`config.mk`:
```
export PLATFORM = sky130hd
export DESIGN_NAME = nibble_serial_adder
export DESIGN_NICKNAME = d
export VERILOG_FILES = /design/src/rtl/nibble_adder_pkg.sv /design/src/rtl/nibble_serial_adder_cla4_slice.sv /design/src/rtl/nibble_serial_adder.sv
export SDC_FILE = /design/constraint.sdc
export NUM_CORES = 1
export LEC_CHECK = 0
export ABC_AREA = 1
export CORE_MARGIN = 8
export CORE_UTILIZATION = 54
export CTS_BUF_LIST = sky130_fd_sc_hd__clkbuf_16
export CTS_CLUSTER_SIZE = 12
export DETAILED_ROUTE_END_ITERATION = 12
export PLACE_DENSITY = 0.94
export REMOVE_ABC_BUFFERS = 1
export SYNTH_ARGS = -nofsm -noshare
export SYNTH_HDL_FRONTEND = slang
export SYNTH_SLANG_ARGS = --single-unit
```
`constraint.sdc`:
```
create_clock -name clk -period 2.5 [get_ports clk]
set_clock_uncertainty 0.2 [all_clocks]
set_input_delay 0.25 -clock clk [delete_from_list [all_inputs] [get_ports clk]]
set_output_delay 0.25 -clock clk [all_outputs]
set_load 0.005 [all_outputs]
```
`src/rtl/nibble_adder_pkg.sv`:
```
// Shared types and constants for the nibble-serial adder: nibble width, FSM state
// type and the nibble-count helper.
package nibble_adder_pkg;

  localparam int unsigned NIB_W = 4;

  typedef enum logic [1:0] {
    StIdle,
    StRun,
    StDone
  } state_e;

  function automatic int unsigned nib_count(input int unsigned width);
    return width / NIB_W;
  endfunction

endpackage

```
`src/rtl/nibble_serial_adder_cla4_slice.sv`:
```
// Combinational 4-bit carry-lookahead slice; exports the carry into bit 3 so the
// caller can derive signed overflow.
module cla4_slice
  import nibble_adder_pkg::*;
(
  input  logic [NIB_W-1:0] a_i,
  input  logic [NIB_W-1:0] b_i,
  input  logic             ci_i,
  output logic [NIB_W-1:0] s_o,
  output logic             co_o,
  output logic             c3_o
);

  logic [NIB_W-1:0] p;
  logic [NIB_W-1:0] g;
  logic [NIB_W:0]   c;

  always_comb begin
    p    = a_i ^ b_i;
    g    = a_i & b_i;
    // Each carry is flattened from the generate/propagate terms, not chained.
    c[0] = ci_i;
    c[1] = g[0] | (p[0] & ci_i);
    c[2] = g[1] | (p[1] & g[0]) | (p[1] & p[0] & ci_i);
    c[3] = g[2] | (p[2] & g[1]) | (p[2] & p[1] & g[0]) | (p[2] & p[1] & p[0] & ci_i);
    c[4] = g[3] | (p[3] & g[2]) | (p[3] & p[2] & g[1]) | (p[3] & p[2] & p[1] & g[0])
         | (p[3] & p[2] & p[1] & p[0] & ci_i);
    s_o  = p ^ c[NIB_W-1:0];
    co_o = c[4];
    c3_o = c[3];
  end

endmodule

```
`src/rtl/nibble_serial_adder.sv`:
```
// WIDTH-bit adder that walks one nibble per cycle through a single CLA slice.
// Define NIBBLE_SERIAL_OVF_EN to add the registered signed-overflow output ovf.
module nibble_serial_adder
  import nibble_adder_pkg::*;
#(
  parameter int unsigned WIDTH = 16
) (
  input  logic             clk,
  input  logic             rst,
  input  logic             in_valid,
  output logic             in_ready,
  input  logic [WIDTH-1:0] a,
  input  logic [WIDTH-1:0] b,
  input  logic             cin,
  output logic             out_valid,
  input  logic             out_ready,
  output logic [WIDTH-1:0] sum,
  output logic             cout
`ifdef NIBBLE_SERIAL_OVF_EN
  ,
  output logic             ovf
`endif
);

  localparam int unsigned NIB  = nib_count(WIDTH);
  localparam int unsigned IdxW = (NIB > 1) ? $clog2(NIB) : 1;
  localparam logic [IdxW-1:0] LastIdx = IdxW'(NIB - 1);

  state_e           state_q, state_d;
  logic [WIDTH-1:0] a_q, a_d;
  logic [WIDTH-1:0] b_q, b_d;
  logic [WIDTH-1:0] sum_q, sum_d;
  logic             carry_q, carry_d;
  logic             cout_q, cout_d;
  logic [IdxW-1:0]  idx_q, idx_d;

  logic [NIB_W-1:0] slice_s;
  logic             slice_co;

`ifdef NIBBLE_SERIAL_OVF_EN
  logic slice_c3;
  logic ovf_q, ovf_d;
`endif

  // Operands are shifted right each cycle, so the slice always sees the low nibble.
  cla4_slice u_slice (
    .a_i  (a_q[NIB_W-1:0]),
    .b_i  (b_q[NIB_W-1:0]),
    .ci_i (carry_q),
    .s_o  (slice_s),
    .co_o (slice_co),
`ifdef NIBBLE_SERIAL_OVF_EN
    .c3_o (slice_c3)
`else
    .c3_o ()
`endif
  );

  always_ff @(posedge clk or posedge rst) begin
    if (rst) begin
      state_q <= StIdle;
    end else begin
      state_q <= state_d;
    end
  end

  always_comb begin
    state_d = state_q;
    unique case (state_q)
      StIdle: if (in_valid) state_d = StRun;
      StRun:  if (idx_q == LastIdx) state_d = StDone;
      StDone: if (out_ready) state_d = StIdle;
      default: state_d = StIdle;
    endcase
  end

  always_comb begin
    in_ready  = (state_q == StIdle);
    out_valid = (state_q == StDone);
    sum       = sum_q;
    cout      = cout_q;
`ifdef NIBBLE_SERIAL_OVF_EN
    ovf       = ovf_q;
`endif
  end

  always_comb begin
    a_d     = a_q;
    b_d     = b_q;
    sum_d   = sum_q;
    carry_d = carry_q;
    cout_d  = cout_q;
    idx_d   = idx_q;
`ifdef NIBBLE_SERIAL_OVF_EN
    ovf_d   = ovf_q;
`endif
    if (state_q == StIdle && in_valid) begin
      a_d     = a;
      b_d     = b;
      carry_d = cin;
      idx_d   = '0;
    end else if (state_q == StRun) begin
      a_d     = a_q >> NIB_W;
      b_d     = b_q >> NIB_W;
      carry_d = slice_co;
      sum_d[int'(idx_q) * NIB_W +: NIB_W] = slice_s;
      if (idx_q == LastIdx) begin
        cout_d = slice_co;
`ifdef NIBBLE_SERIAL_OVF_EN
        ovf_d  = slice_c3 ^ slice_co;
`endif
      end else begin
        idx_d = idx_q + 1'b1;
      end
    end
  end

  always_ff @(posedge clk or posedge rst) begin
    if (rst) begin
      a_q     <= '0;
      b_q     <= '0;
      sum_q   <= '0;
      carry_q <= 1'b0;
      cout_q  <= 1'b0;
      idx_q   <= '0;
    end else begin
      a_q     <= a_d;
      b_q     <= b_d;
      sum_q   <= sum_d;
      carry_q <= carry_d;
      cout_q  <= cout_d;
      idx_q   <= idx_d;
    end
  end

`ifdef NIBBLE_SERIAL_OVF_EN
  always_ff @(posedge clk or posedge rst) begin
    if (rst) begin
      ovf_q <= 1'b0;
    end else begin
      ovf_q <= ovf_d;
    end
  end
`endif

endmodule

```
==> impl_summary.log <==
INFO  metric status = complete, no violations
INFO  metric crit_path_max_fanout = 5
INFO  metric post-layout-total-power = 3.89 mW
INFO  metric dr_total_vias = 2092
INFO  metric floorplan.core_area = 0.00460 mm2
INFO  metric max-clock-path-buffers = 2
INFO  metric final-setup-viol-count = 0
INFO  metric power.leakage = 1.51 nW
INFO  metric clkSinkCount = 54
INFO  metric dieArea = 0.00710 mm2
INFO  metric cts.repair_timing.setup_buffer_count = 0
INFO  metric max_cap_viol_count = 0
INFO  metric globalRouteOverflowTotal = 0
INFO  metric initial_utilization = 54.7%
INFO  metric io-pin-count = 56
INFO  metric hold_violations = 0
INFO  metric fillerInstances = 358
INFO  metric wl_per_cell = 14.3 um
INFO  metric critPathMaxStageDelay = 0.39 ns
INFO  metric fin_tns_setup = 0 ns
INFO  metric io_buffers = 55
INFO  metric finish.utilization = 70.7%
INFO  metric synth_cell_type_count = 25
INFO  metric crit_required = 2.53 ns
INFO  metric cts.reportedPaths.clkPinSlew = 0.07 ns
INFO  metric syn_area = 0.00251 mm2
INFO  metric final-max-slew-violation-count = 0
INFO  metric area_delta_synth_final = 29.3%
INFO  metric max_slew_margin = 67.1%
INFO  metric clock_tree.htree_level_count = 2
INFO  metric numCtsBuffers = 5
INFO  metric finalCritPeriodShare = 76.5%
INFO  metric number_of_antenna_violations_at_the_first_check_in_global_routing = 0
INFO  metric end_kind = flop
INFO  metric setup_repair_after_global_routing_missed_its_margin = false
INFO  metric timing.final.crit_period = 1.91 ns
INFO  metric vias_per_cell = 5.38
INFO  metric worst_hold_path_type = in2async
INFO  metric top_achievable_clock_speed = 523 MHz
INFO  metric clock-root-buffer = sky130_fd_sc_hd__clkbuf_16
INFO  metric worstSetupStartpointType = flop
INFO  metric wirelength = 5570 um
INFO  metric fp.dieH = 84.2 um
INFO  metric crit_path_top_delay_cell = sky130_fd_sc_hd__dfrtp_1
INFO  metric tritoncts = yes
INFO  metric crit_chain = ha_1 > nand2_1 > nor2_1 > nor2_1 > nand2_1 > nand2_1 > nand3_1 > nor2_1 > nand2_1 > nand2_1
INFO  metric power.density = 1200 mW/mm2
INFO  metric tightest_slew = 0.493 ns
INFO  metric drtPass1Iterations = 4
INFO  metric mostFrequentLayoutCells = sky130_fd_sc_hd__nand2_1 (77), sky130_fd_sc_hd__clkdlybuf4s50_1 (55), sky130_fd_sc_hd__dfrtp_1 (54), sky130_fd_sc_hd__inv_1 (38), sky130_fd_sc_hd__o221ai_1 (16)
INFO  metric global_route.usage.total = 16.3%
INFO  metric post_route_cells_drive_above_1_share = 7.76%
INFO  metric syn-mean-instance-area = 9.08 um2
INFO  metric cts.hold.buffers_added = 0
INFO  metric floorplan.rows = 25
INFO  metric grt_pass1_vias = 2162
INFO  metric instance_count_of_the_mapped_netlist = 277
INFO  metric critPathArrivalTime = 1.94 ns
INFO  metric detailedRoute.firstIterationViolations = 96
INFO  metric die_span_x = 84.2 um
INFO  metric sequential_element_share_of_the_synthesized_area = 53.7%
INFO  metric worst-r2r-setup-slack = 0.59 ns
INFO  metric synth_seq_cells = 54
INFO  metric cell_occurring_most_often_along_the_worst_timing_path = sky130_fd_sc_hd__nand2_1
INFO  metric drc_errors = 0
INFO  metric place.detailed.hpwl = 4130 um
INFO  metric synth-warning-count = 0
INFO  metric residual_antenna_violating_net_count_after_detailed_routing = 0
INFO  metric largest_net_degree_at_the_start_of_global_routing = 34
INFO  metric mostFrequentLayoutCell = sky130_fd_sc_hd__nand2_1
INFO  metric layout.nets = 382
INFO  metric worst_skew_pair.late_latency = 0.29 ns
INFO  metric vdd_ir_drop_max = 0.542 mV
INFO  metric final_weighted_congestion_in_routability_driven_placement = 0.798
INFO  metric antenna_cells_inserted = 0
INFO  metric grt_pass1_wl = 9660 um
INFO  metric timing_worst_setup_path_type = reg2reg
INFO  metric postCtsResizedCells = 0
-- kinds of logic after synthesis --
| logic type | synth area share, % |
|---|---|
| DFF | 53.7 |
| and+or+nand+nor | 17.7 |
| buffers and inverters | 8.21 |
| xor gates and xnor gates | 0.348 |
| adders and majority gates | 5.77 |
| AOI/OAI and AO/OA | 14.3 |
-- critical path: cells and delay by family, from the launching register on --
kind	cells	cell delay, ns
and+or+nand+nor	9	0.89
DFF	1	0.39
adders and majority gates	1	0.37
-- layer usage --
layer | vias to the layer above | global-route usage, % | part of all wire (%)
met2 | 65 | 26.9 | 51
met3 | 7 | 5.61 | 6.8
met1 | 1001 | 19.4 | 40
met5 | - | 0 | 0
met4 | 0 | 5.18 | 1.4
li1 | 1019 | - | -
-- worst paths after layout --
path	to	start	cells after the start
min	b_q[15]	rst	2
min reg2reg	cout	cout	2
max reg2reg	sum[15]	a_q[1]	10
max in group asynchronous	sum[6]	rst	3
max	sum[15]	a_q[1]	10
min in group clk	cout	cout	2
-- layout make-up --
type	instances	area (um2)	share of cell area [%]
tap	54	67.6	2.08
clock buffer	5	125	3.85
clock inverter	3	12.5	0.385
timing repair buffer	58	573	17.6
inverter	44	165	5.08
multi-input combinational	171	957	29.4
sequential	54	1350	41.6
-- state kept, by name, indices dropped and copies added (netlist names) --
register / flops
a_q: 16
b_q: 16
sum: 16
idx_q: 2
state_q: 2
carry_q: 1
cout: 1
-- cell usage after synthesis --
library cell	instances	share of area, %
sky130_fd_sc_hd__nor2_1	9	1.3
sky130_fd_sc_hd__nand3b_1	1	0.30
sky130_fd_sc_hd__dfrtp_1	54	54
sky130_fd_sc_hd__nand3_2	1	0.40
sky130_fd_sc_hd__clkbuf_1	1	0.15
sky130_fd_sc_hd__o21ai_1	10	2.0
sky130_fd_sc_hd__o22ai_1	1	0.25
sky130_fd_sc_hd__o221ai_1	16	5.6
sky130_fd_sc_hd__o21ai_0	15	3.0
sky130_fd_sc_hd__xnor2_1	1	0.35
sky130_fd_sc_hd__fa_1	1	0.80
sky130_fd_sc_hd__nand3_1	6	1.2
sky130_fd_sc_hd__o31ai_1	3	0.90
sky130_fd_sc_hd__a21oi_1	1	0.20
sky130_fd_sc_hd__nor2_2	3	0.75
sky130_fd_sc_hd__buf_4	1	0.30
sky130_fd_sc_hd__nand2_2	5	1.2
sky130_fd_sc_hd__inv_1	38	5.7
sky130_fd_sc_hd__nand2_4	1	0.45
sky130_fd_sc_hd__inv_2	6	0.90
sky130_fd_sc_hd__ha_1	10	5.0
sky130_fd_sc_hd__o211ai_1	8	2.4
sky130_fd_sc_hd__buf_2	6	1.2
sky130_fd_sc_hd__nand4_1	2	0.50
sky130_fd_sc_hd__nand2_1	77	11
-- metrics by stage --
stage                     hold slack, ns  area [um2]  setup slack [ns]  std cells
after floorplan                    0.145        2470             0.735        269
after global placement             0.264        3110             0.641        381
after detailed placement           0.270        3110             0.590        381
after CTS                          0.119        3250             0.596        389
after global routing               0.149        3250             0.451        389
final                              0.101        3250             0.589        389
-- power by group --
part | internal [mW] | total (mW) | switching, mW
logic | 0.719 | 1.82 | 1.10
registers | 1.23 | 1.42 | 0.191
clock network | 0.363 | 0.659 | 0.296
Power figures use the tool's default switching activity.
